==> src/rtl/csr_if.sv <==
// csr_if: CSR access bus between the instruction pipeline and csr_unit.
// The master issues a CSR access (request, mode, address, operand); the
// slave answers in the same cycle with the pre-write read data and an
// access-fault flag.
interface csr_if #(
    parameter int XLEN = 32
) ();

    logic            csr_req;
    logic [1:0]      csr_op;
    logic [11:0]     csr_addr;
    logic [XLEN-1:0] csr_wdata;
    logic [XLEN-1:0] csr_rdata;
    logic            csr_illegal;

    modport master (
        output csr_req,
        output csr_op,
        output csr_addr,
        output csr_wdata,
        input  csr_rdata,
        input  csr_illegal
    );

    modport slave (
        input  csr_req,
        input  csr_op,
        input  csr_addr,
        input  csr_wdata,
        output csr_rdata,
        output csr_illegal
    );

endinterface

==> src/rtl/csr_unit.sv <==
// csr_unit: machine-mode CSR file (mstatus, mtvec, mscratch, mepc, mcause,
// mtval) with trap entry, MRET handling and a one-cycle fetch redirect.
// Optional feature: define CSR_COUNTERS_EN to add the 64-bit mcycle and
// minstret counters (0xB00/0xB02, high halves at 0xB80/0xB82 when XLEN=32).
// Without the macro the counter addresses decode as illegal.
module csr_unit #(
    parameter int              XLEN      = 32,
    parameter logic [XLEN-1:0] MTVEC_RST = XLEN'(32'h0000_0170),
    parameter logic [XLEN-1:0] MEPC_RST  = XLEN'(32'h0001_0000)
) (
    input  logic            clk,
    input  logic            rst,
    csr_if.slave            bus,
    input  logic            trap_valid,
    input  logic [XLEN-1:0] trap_cause,
    input  logic [XLEN-1:0] trap_pc,
    input  logic [XLEN-1:0] trap_tval,
    input  logic            mret_valid,
    input  logic            retire,
    output logic            redirect_valid,
    output logic [XLEN-1:0] redirect_pc,
    output logic [XLEN-1:0] csr_mtvec,
    output logic [XLEN-1:0] csr_mepc
);

    localparam logic [11:0] ADDR_MSTATUS  = 12'h300;
    localparam logic [11:0] ADDR_MTVEC    = 12'h305;
    localparam logic [11:0] ADDR_MSCRATCH = 12'h340;
    localparam logic [11:0] ADDR_MEPC     = 12'h341;
    localparam logic [11:0] ADDR_MCAUSE   = 12'h342;
    localparam logic [11:0] ADDR_MTVAL    = 12'h343;
    localparam logic [11:0] ADDR_MCYCLE   = 12'hB00;
    localparam logic [11:0] ADDR_MINSTRET = 12'hB02;
    localparam logic [11:0] ADDR_MCYCLEH  = 12'hB80;
    localparam logic [11:0] ADDR_MINSTRETH = 12'hB82;

    localparam logic [1:0] OP_RO = 2'b00;
    localparam logic [1:0] OP_RW = 2'b01;
    localparam logic [1:0] OP_RS = 2'b10;
    localparam logic [1:0] OP_RC = 2'b11;

    // mepc is always 4-byte aligned; mtvec bit 1 is reserved and reads 0
    localparam logic [XLEN-1:0] MEPC_MASK  = {{(XLEN-2){1'b1}}, 2'b00};
    localparam logic [XLEN-1:0] MTVEC_MASK = {{(XLEN-2){1'b1}}, 2'b01};
    localparam logic [XLEN-1:0] BASE_MASK  = {{(XLEN-2){1'b1}}, 2'b00};

    typedef enum logic [0:0] {
        ST_IDLE     = 1'b0,
        ST_REDIRECT = 1'b1
    } redir_state_t;

    // Read-modify-write combine for RW / RS / RC accesses
    function automatic logic [XLEN-1:0] csr_apply(
        input logic [1:0]      op,
        input logic [XLEN-1:0] old_val,
        input logic [XLEN-1:0] wval
    );
        logic [XLEN-1:0] res;
        res = old_val;
        case (op)
            OP_RW:   res = wval;
            OP_RS:   res = old_val | wval;
            OP_RC:   res = old_val & ~wval;
            default: res = old_val;
        endcase
        return res;
    endfunction

    // Architectural state
    logic            mie_r;
    logic            mpie_r;
    logic [XLEN-1:0] mtvec_r;
    logic [XLEN-1:0] mscratch_r;
    logic [XLEN-1:0] mepc_r;
    logic [XLEN-1:0] mcause_r;
    logic [XLEN-1:0] mtval_r;

    redir_state_t    state_r;
    redir_state_t    state_nxt_s;
    logic [XLEN-1:0] redirect_pc_r;
    logic [XLEN-1:0] redirect_pc_nxt_s;

    logic [XLEN-1:0] mstatus_rd_s;
    logic [XLEN-1:0] rd_val_s;
    logic            addr_hit_s;
    logic            illegal_s;
    logic            wr_en_s;
    logic [XLEN-1:0] wr_val_s;
    logic [XLEN-1:0] trap_base_s;
    logic [XLEN-1:0] trap_target_s;

`ifdef CSR_COUNTERS_EN
    localparam logic [63:0] LO_MASK = 64'hFFFF_FFFF_FFFF_FFFF >> (64 - XLEN);

    logic [63:0] mcycle_r;
    logic [63:0] minstret_r;
    logic        wr_mcycle_lo_s;
    logic        wr_mcycle_hi_s;
    logic        wr_minstret_lo_s;
    logic        wr_minstret_hi_s;
`else
    // retire only feeds the optional instruction counter
    logic        unused_retire_s;
    assign unused_retire_s = retire;
`endif

    // MPP is hardwired to machine mode; only MIE and MPIE hold state
    assign mstatus_rd_s = XLEN'({2'b11, 3'b000, mpie_r, 3'b000, mie_r, 3'b000});

    // Address decode and pre-write read value
    always_comb begin
        addr_hit_s = 1'b0;
        rd_val_s   = '0;
        case (bus.csr_addr)
            ADDR_MSTATUS: begin
                addr_hit_s = 1'b1;
                rd_val_s   = mstatus_rd_s;
            end
            ADDR_MTVEC: begin
                addr_hit_s = 1'b1;
                rd_val_s   = mtvec_r;
            end
            ADDR_MSCRATCH: begin
                addr_hit_s = 1'b1;
                rd_val_s   = mscratch_r;
            end
            ADDR_MEPC: begin
                addr_hit_s = 1'b1;
                rd_val_s   = mepc_r;
            end
            ADDR_MCAUSE: begin
                addr_hit_s = 1'b1;
                rd_val_s   = mcause_r;
            end
            ADDR_MTVAL: begin
                addr_hit_s = 1'b1;
                rd_val_s   = mtval_r;
            end
`ifdef CSR_COUNTERS_EN
            ADDR_MCYCLE: begin
                addr_hit_s = 1'b1;
                rd_val_s   = mcycle_r[XLEN-1:0];
            end
            ADDR_MINSTRET: begin
                addr_hit_s = 1'b1;
                rd_val_s   = minstret_r[XLEN-1:0];
            end
            ADDR_MCYCLEH: begin
                if (XLEN == 32) begin
                    addr_hit_s = 1'b1;
                    rd_val_s   = XLEN'(mcycle_r >> 32);
                end else begin
                    addr_hit_s = 1'b0;
                    rd_val_s   = '0;
                end
            end
            ADDR_MINSTRETH: begin
                if (XLEN == 32) begin
                    addr_hit_s = 1'b1;
                    rd_val_s   = XLEN'(minstret_r >> 32);
                end else begin
                    addr_hit_s = 1'b0;
                    rd_val_s   = '0;
                end
            end
`endif
            default: begin
                addr_hit_s = 1'b0;
                rd_val_s   = '0;
            end
        endcase
    end

    // Fault: unknown address, or a write-type access to the read-only space
    assign illegal_s = bus.csr_req &&
                       (!addr_hit_s ||
                        ((bus.csr_op != OP_RO) && (bus.csr_addr[11:10] == 2'b11)));

    assign bus.csr_illegal = illegal_s;
    assign bus.csr_rdata   = (bus.csr_req && !illegal_s) ? rd_val_s : '0;

    // RS/RC with a zero operand is a pure read; trap and MRET win over writes
    assign wr_val_s = csr_apply(bus.csr_op, rd_val_s, bus.csr_wdata);
    assign wr_en_s  = bus.csr_req && !illegal_s && !trap_valid && !mret_valid &&
                      ((bus.csr_op == OP_RW) ||
                       (((bus.csr_op == OP_RS) || (bus.csr_op == OP_RC)) &&
                        (bus.csr_wdata != '0)));

    // Trap target: direct base, or base + 4*cause for vectored interrupts
    assign trap_base_s   = mtvec_r & BASE_MASK;
    assign trap_target_s = (mtvec_r[0] && trap_cause[XLEN-1]) ?
                           (trap_base_s + XLEN'({trap_cause[5:0], 2'b00})) :
                           trap_base_s;

    // CSR register file: trap entry, MRET, then software writes
    always_ff @(posedge clk or negedge rst) begin
        if (!rst) begin
            mie_r      <= 1'b0;
            mpie_r     <= 1'b0;
            mtvec_r    <= MTVEC_RST & MTVEC_MASK;
            mscratch_r <= '0;
            mepc_r     <= MEPC_RST & MEPC_MASK;
            mcause_r   <= '0;
            mtval_r    <= '0;
        end else if (trap_valid) begin
            mepc_r   <= trap_pc & MEPC_MASK;
            mcause_r <= trap_cause;
            mtval_r  <= trap_tval;
            mpie_r   <= mie_r;
            mie_r    <= 1'b0;
        end else if (mret_valid) begin
            mie_r  <= mpie_r;
            mpie_r <= 1'b1;
        end else if (wr_en_s) begin
            case (bus.csr_addr)
                ADDR_MSTATUS: begin
                    mie_r  <= wr_val_s[3];
                    mpie_r <= wr_val_s[7];
                end
                ADDR_MTVEC:    mtvec_r    <= wr_val_s & MTVEC_MASK;
                ADDR_MSCRATCH: mscratch_r <= wr_val_s;
                ADDR_MEPC:     mepc_r     <= wr_val_s & MEPC_MASK;
                ADDR_MCAUSE:   mcause_r   <= wr_val_s;
                ADDR_MTVAL:    mtval_r    <= wr_val_s;
                default: begin
                    mie_r <= mie_r;
                end
            endcase
        end else begin
            mie_r <= mie_r;
        end
    end

`ifdef CSR_COUNTERS_EN
    assign wr_mcycle_lo_s   = wr_en_s && (bus.csr_addr == ADDR_MCYCLE);
    assign wr_minstret_lo_s = wr_en_s && (bus.csr_addr == ADDR_MINSTRET);
    assign wr_mcycle_hi_s   = wr_en_s && (bus.csr_addr == ADDR_MCYCLEH);
    assign wr_minstret_hi_s = wr_en_s && (bus.csr_addr == ADDR_MINSTRETH);

    // Counters: a software write replaces that cycle's increment; a
    // half-width write leaves the other half untouched
    always_ff @(posedge clk or negedge rst) begin
        if (!rst) begin
            mcycle_r   <= 64'd0;
            minstret_r <= 64'd0;
        end else begin
            if (wr_mcycle_lo_s) begin
                mcycle_r <= (mcycle_r & ~LO_MASK) | (64'(wr_val_s) & LO_MASK);
            end else if (wr_mcycle_hi_s) begin
                mcycle_r <= (mcycle_r & LO_MASK) | (64'(wr_val_s) << 32);
            end else begin
                mcycle_r <= mcycle_r + 64'd1;
            end

            if (wr_minstret_lo_s) begin
                minstret_r <= (minstret_r & ~LO_MASK) | (64'(wr_val_s) & LO_MASK);
            end else if (wr_minstret_hi_s) begin
                minstret_r <= (minstret_r & LO_MASK) | (64'(wr_val_s) << 32);
            end else if (retire) begin
                minstret_r <= minstret_r + 64'd1;
            end else begin
                minstret_r <= minstret_r;
            end
        end
    end
`endif

    // Redirect FSM next state and next target (trap beats MRET)
    always_comb begin
        state_nxt_s       = ST_IDLE;
        redirect_pc_nxt_s = redirect_pc_r;
        case (state_r)
            ST_IDLE: begin
                if (trap_valid || mret_valid) begin
                    state_nxt_s = ST_REDIRECT;
                end else begin
                    state_nxt_s = ST_IDLE;
                end
            end
            ST_REDIRECT: begin
                if (trap_valid || mret_valid) begin
                    state_nxt_s = ST_REDIRECT;
                end else begin
                    state_nxt_s = ST_IDLE;
                end
            end
            default: begin
                state_nxt_s = ST_IDLE;
            end
        endcase
        if (trap_valid) begin
            redirect_pc_nxt_s = trap_target_s;
        end else if (mret_valid) begin
            redirect_pc_nxt_s = mepc_r;
        end else begin
            redirect_pc_nxt_s = redirect_pc_r;
        end
    end

    // Redirect FSM state and target registers
    always_ff @(posedge clk or negedge rst) begin
        if (!rst) begin
            state_r       <= ST_IDLE;
            redirect_pc_r <= '0;
        end else begin
            state_r       <= state_nxt_s;
            redirect_pc_r <= redirect_pc_nxt_s;
        end
    end

    assign redirect_valid = (state_r == ST_REDIRECT);
    assign redirect_pc    = redirect_pc_r;
    assign csr_mtvec      = mtvec_r;
    assign csr_mepc       = mepc_r;

endmodule

==> src/flat_wrapper.sv <==
// flat-port wrapper written by rule: the top's interface ports become plain ports
module csr_unit_flat 
#(
    parameter int              XLEN      = 32,
    parameter logic [XLEN-1:0] MTVEC_RST = XLEN'(32'h0000_0170),
    parameter logic [XLEN-1:0] MEPC_RST  = XLEN'(32'h0001_0000)
)
  (clk, rst, trap_valid, trap_cause, trap_pc, trap_tval, mret_valid, retire, redirect_valid, redirect_pc, csr_mtvec, csr_mepc, bus_csr_req, bus_csr_op, bus_csr_addr, bus_csr_wdata, bus_csr_rdata, bus_csr_illegal);
  csr_if #(.XLEN(XLEN)) bus_i ();
  input  logic clk;
  input  logic rst;
  input  logic trap_valid;
  input  logic [XLEN-1:0] trap_cause;
  input  logic [XLEN-1:0] trap_pc;
  input  logic [XLEN-1:0] trap_tval;
  input  logic mret_valid;
  input  logic retire;
  output logic redirect_valid;
  output logic [XLEN-1:0] redirect_pc;
  output logic [XLEN-1:0] csr_mtvec;
  output logic [XLEN-1:0] csr_mepc;
  input wire logic [$bits(bus_i.csr_req)-1:0] bus_csr_req;
  input wire logic [$bits(bus_i.csr_op)-1:0] bus_csr_op;
  input wire logic [$bits(bus_i.csr_addr)-1:0] bus_csr_addr;
  input wire logic [$bits(bus_i.csr_wdata)-1:0] bus_csr_wdata;
  output wire logic [$bits(bus_i.csr_rdata)-1:0] bus_csr_rdata;
  output wire logic [$bits(bus_i.csr_illegal)-1:0] bus_csr_illegal;
  assign bus_i.csr_req = bus_csr_req;
  assign bus_i.csr_op = bus_csr_op;
  assign bus_i.csr_addr = bus_csr_addr;
  assign bus_i.csr_wdata = bus_csr_wdata;
  assign bus_csr_rdata = bus_i.csr_rdata;
  assign bus_csr_illegal = bus_i.csr_illegal;
  csr_unit #(.XLEN(XLEN), .MTVEC_RST(MTVEC_RST), .MEPC_RST(MEPC_RST)) u_core (.clk(clk), .rst(rst), .bus(bus_i), .trap_valid(trap_valid), .trap_cause(trap_cause), .trap_pc(trap_pc), .trap_tval(trap_tval), .mret_valid(mret_valid), .retire(retire), .redirect_valid(redirect_valid), .redirect_pc(redirect_pc), .csr_mtvec(csr_mtvec), .csr_mepc(csr_mepc));
endmodule
==> config.mk <==
export PLATFORM = sky130hd
export DESIGN_NAME = csr_unit_flat
export DESIGN_NICKNAME = d
export VERILOG_FILES = /design/src/rtl/csr_if.sv /design/src/rtl/csr_unit.sv /design/src/flat_wrapper.sv
export SDC_FILE = /design/constraint.sdc
export NUM_CORES = 1
export LEC_CHECK = 0
export ABC_CLOCK_PERIOD_IN_PS = 3150
export CORE_MARGIN = 2
export CORE_UTILIZATION = 51
export DETAILED_ROUTE_END_ITERATION = 10
export PLACE_DENSITY_LB_ADDON = 0.1
export SETUP_SLACK_MARGIN = 0.1
export SLEW_MARGIN = 0
export SYNTH_ARGS = -nofsm -noshare
export SYNTH_HDL_FRONTEND = slang
export SYNTH_SLANG_ARGS = --single-unit
==> constraint.sdc <==
create_clock -name clk -period 3.15 [get_ports clk]
set_input_delay 0.63 -clock clk [delete_from_list [all_inputs] [get_ports clk]]
set_output_delay 0.63 -clock clk [all_outputs]
set_load 0.01 [all_outputs]
# --- Yosys cells after proc, flatten, opt, wreduce, memory -nomap -nowiden ---
# Index checks and enable logic that the tools add are counted.
op_classes:
  add_sub_neg: 1
  n_eq_ne: 11
  mux: 28
  n_bitwise: 5
  n_reduce_logical: 32
op_table:
  columns: ["cell", "n"]
  rows:
  - ["2-to-1 mux 32 bit", 16]
  - ["case mux 32 bit (6 select lines)", 1]
  - ["case mux 32 bit (3 select lines)", 1]
  - ["equality test 12 x 10 -> 1 bit (second input constant)", 6]
  - ["adder 32 x 8 -> 32 bit", 1]
  - ["AND 32 bit", 1]
  - ["inverter 32 bit", 1]
  - ["bitwise OR 32 bit", 1]
  - ["nonzero test 32 bit", 1]
  - ["nonzero test 2 bit", 6]
  - ["2-to-1 mux 1 bit", 10]
  - ["AND reduction 3 bit", 3]
  - ["logical AND 1 bit", 8]
  - ["AND reduction 4 bit", 2]
  - ["equality test 2 bit (second input constant)", 3]
  - ["nonzero test 3 bit", 2]
  - ["OR reduction 6 bit", 1]
  - ["logical NOT 1 bit", 4]
  - ["logical OR 1 bit", 4]
  - ["equality test 2 x 1 -> 1 bit (second input constant)", 1]
  - ["inequality test 2 bit (second input constant)", 1]
  - ["inverter 1 bit", 2]
  - ["AND reduction 2 bit", 1]
word_totals:
  register_bits: 194
  in_bits: 148
  out_inout_bits: 130
  wordCells: 86

# --- Depth between registers and ports, before layout ---
# Gate-level depths: netlist of the first run.
logic_depth:
  depth_word: 14
  mapped_depth: 10
  depth_no_buf: 9

# --- Worst setup path before layout of the first run ---
# Ideal clock, no wire load.
synth_path:
  path_kind: "in2out"
  startpoint: "input bus_csr_addr[11]"
  endpoint: "output bus_csr_rdata[0]"
  arrival_ns: 2.137
  required_time_ns: 2.520
  setup_slack_ns: 0.383
  cell_stages: 7
  n_path_buf: 3
  cell_sequence: "nor4b_1 and4b_1 clkbuf_1 clkbuf_1 clkbuf_1 o21ai_0 nor2_1"
synth_via:
  elab_chain_len: 9
synth_rtl:
  columns: ["item", "line", "source"]
  rows:
  - ["start, declared", "flat_wrapper.sv:24", "input wire logic [$bits(bus_i.csr_addr)-1:0] bus_csr_addr;"]
  - ["equality test 12 x 10 -> 1 bit", "csr_unit.sv:114", "case (bus.csr_addr)"]
  - ["OR reduction 6 bit (no line)", null, null]
  - ["2-to-1 mux 1 bit", "csr_unit.sv:114", null]
  - ["logical NOT 1 bit", "csr_unit.sv:176", "(!addr_hit_s ||"]
  - ["logical OR 1 bit", "csr_unit.sv:176", null]
  - ["logical AND 1 bit", "csr_unit.sv:175", "assign illegal_s = bus.csr_req &&"]
  - ["logical NOT 1 bit", "csr_unit.sv:180", "assign bus.csr_rdata = (bus.csr_req && !illegal_s) ? rd_val_s : '0;"]
  - ["logical AND 1 bit", "csr_unit.sv:180", null]
  - ["2-to-1 mux 32 bit (*)", "csr_unit.sv:180", null]
  - ["end, declared", "flat_wrapper.sv:26", "output wire logic [$bits(bus_i.csr_rdata)-1:0] bus_csr_rdata;"]
# Mark *: on every way between the ends. The rest lies on a longest branch, timed or not.

# --- Worst setup path after layout of the first run ---
layout_path:
  startpoint: "input bus_csr_addr[11]"
  endpoint: "output bus_csr_rdata[30]"
# Same word-level chain as after synthesis.

==> metrics.txt, run 1 <==
outcome=complete, no violations; Die Span X=154 microns; Mapped Area=0.0114 sq mm; crit path kind=input pin to output pin; CTS tree=done; area leader, netlist=dfrtp_1; Die ar.=0.0236 sq mm; drt first pass iters=5; antenna fix cells=0; Max FO, Critical Path=11; routed via count=11,167; Max Cap Viol=0; DRT iter0 DRCs=1,128; met3 WL=4240 microns; # setup viols final=0; CP max-delay cell=clkdlybuf4s50_1; global-route wire length before repair=64,200 microns; Rows=54; Final GP Congestion=0.947; layout cells sized above 1=0.207; worst min-delay path class=input pin to async pin; Final Hold Fails=0; filler cell count=1,680; DR top layer=met4; max_slew headroom=0.476; library cells used by synthesis=66; WHS=0.0686 ns; Detail Placement HPWL=29,800 microns; Top FF cell, synth=dfrtp_1; clk_lat worst skew=0.45 ns; gr usage total=0.351; CP required=2.52 ns; wire length on met2=18,900 microns; Synth top area share=0.405; Finished Layout Cells=1,756; Worst setup EP type=output pin; CP most frequent cell=buf_6; most common cell after layout, fill and taps aside=clkdlybuf4s50_1; Fmax=324 MHz; most frequent cells in the layout=clkdlybuf4s50_1 (228), dfrtp_1 (185), buf_4 (104); yosys warns=0; Leak=6.66 nW; Post-Syn Instances=1,148; I/O pin cnt=278; register bit total from synthesis=190; CTS sink cnt=190; Max H-tree Level=4; Num CTS Buffers=17; Core Area=0.0219 sq mm; Worst Max-Slew Pin Slew=0.786 ns; DRC Markers=0; Power Density=385 mW/mm^2; antenna-violating nets left=0; clock slew at reported path FFs=0.08 ns; Area growth syn-to-layout=38.0%; Initial Util=0.522; fin. max-slew vios=0; number of synthesized flops with an enable pin=0; Critical Path Max Stage Delay=0.41 ns; fin crit period=3.08 ns; synth top area cells=dfrtp_1 (41%), mux2_2 (7.6%), a221o_1 (6.6%), mux2i_1 (4.2%), and2_1 (4.1%); Total Nets Final=1,618; Syn Area/Cell=9.96 sq um; Final Skew=0.0146 ns; part of the cycle the worst path needs=0.979; Max VDD drop=304 uV; Clock Tree Buf Depth=2; Worst EP arrival=2.45 ns; largest net degree at the start of global routing=177; final WL=41,800 microns; PortBufs=269; crit-path cells=clkdlybuf4s50_1 -> nor4b_2 -> and4b_1 -> buf_6 -> nand3_4 -> buf_6 -> buf_8 -> nor2_2 -> clkdlybuf4s15_2; vias in the first global route=10,891; per-cell routed wire length=23.8 microns; die height=154 microns; initial antenna violation count=0; met1 wire length=17,300 microns; root buf cell=clkbuf_16; Vias/cell=6.36; Async SR Flop Fraction=1.00; Placed Cells=1,719; Seq/Total Area, Yosys=0.417; total grt overflow=0; RSZ-0062 raised after global routing=yes; Critical Path Source Type=input pin
[cells in the mapped netlist (18+ instances only)]
| library cell | instances |
|---|---|
| dfrtp_1 | 185 |
| nor2_1 | 96 |
| mux2_2 | 77 |
| a221o_1 | 75 |
| and2_1 | 75 |
| clkbuf_1 | 63 |
| nand2_1 | 57 |
| mux2i_1 | 48 |
| xnor2_1 | 47 |
| o21ai_0 | 31 |
| a211oi_1 | 29 |
| a21oi_1 | 27 |
| nor2b_1 | 26 |
| buf_2 | 25 |
| a22oi_1 | 21 |
| nor3b_1 | 21 |
| nor4_1 | 20 |
| a221oi_1 | 18 |
| nand3_1 | 18 |
[critical path: cells and delay by family]
family	cells	cell delay, ns
buffers and inverters	5	1.08
and+or+nand+nor	4	0.72
[state kept, by name, indices dropped and copies added, names as in the netlist]
signal / cells
u_core.mcause_r: 32
u_core.redirect_pc: 30
u_core.mscratch_r: 32
u_core.mie_r: 1
u_core.mtval_r: 32
u_core.mpie_r: 1
u_core.csr_mepc: 30
u_core.csr_mtvec: 31
u_core.redirect_valid: 1
[kinds of logic after synthesis]
group,Yosys count,synth area share
DFF,190,0.417
xor gates and xnor gates,48,0.0368
adders and majority gates,7,0.00832
and+or+nand+nor,371,0.176
other,1,0.000328
AOI/OAI and AO/OA,282,0.195
buffers and inverters,119,0.0441
muxes,130,0.123
[where the power goes]
part           leakage [nW]  internal (W)  switching, W
logic                  3.95      0.000610      0.000558
clock network         0.288       0.00115       0.00106
registers              2.42       0.00258      0.000118
[final timing paths]
check | from | end | slack [ns] | cells past startpoint
min | rst | u_core.redirect_pc[2] | 0.07 | 1
max reg2reg | u_core.csr_mtvec[2] | u_core.redirect_pc[20] | 0.48 | 11
min in group clk | u_core.mcause_r[28] | u_core.mcause_r[28] | 0.48 | 2
max in group asynchronous | rst | u_core.redirect_pc[26] | 2.32 | 2
max | bus_csr_addr[11] | bus_csr_rdata[30] | 0.07 | 9
min reg2reg | u_core.mcause_r[28] | u_core.mcause_r[28] | 0.48 | 2
[layout make-up]
cell class              count  area [sq um]  share of cell area
clock inverters            13           145             0.00920
inverters                  17          68.8             0.00436
clock buffers              19           443              0.0281
flip-flops and latches    190          4760               0.302
multi-input cells         843          6310               0.400
well taps                 280           350              0.0222
repair buffers            394          3700               0.234
[what timing repair did]
action,in CTS,in global routing
gates resized for setup,114,32
pin swaps,3,2
buffers inserted,5,0
gates cloned,0,0
setup endpoints to repair,51,40
hold buffers,0,0
[per-stage QoR]
| stage | setup WS (ns) | area [sq um] | setup TNS (ns) | power, W | utilization |
|---|---|---|---|---|---|
| after detailed placement | -0.377 | 15100 | -32.85 | 0.00387 | 0.690 |
| final | 0.0672 | 15800 | 0 | 0.00607 | 0.721 |
| after CTS | 0.00705 | 15800 | 0 | 0.00606 | 0.723 |
| after global routing | 0.0220 | 15800 | 0 | 0.00628 | 0.721 |
| after global placement | -0.340 | 15100 | -25.00 | 0.00385 | 0.690 |
| after floorplan | 0.383 | 11400 | 0 | 0.00324 | - |
[routing by layer]
| metal | vias to the layer above | GRT usage |
|---|---|---|
| li1 | 4903 | - |
| met3 | 85 | 0.0772 |
| met4 | 0 | 0.112 |
| met5 | - | 0 |
| met2 | 700 | 0.542 |
| met1 | 5479 | 0.494 |
No activity file was read; power rests on OpenSTA's default activity.
==> run 2, diff against run 1 <==
--- a/config.mk
+++ b/config.mk
@@ -11,6 +11,7 @@
 export DETAILED_ROUTE_END_ITERATION = 10
 export PLACE_DENSITY_LB_ADDON = 0.1
 export SETUP_SLACK_MARGIN = 0.1
+export SKIP_LAST_GASP = 1
 export SLEW_MARGIN = 0
 export SYNTH_ARGS = -nofsm -noshare
 export SYNTH_HDL_FRONTEND = slang
==> results of run 2 <==
No change in the layout: final DEF, timing and power equal those of run 1.
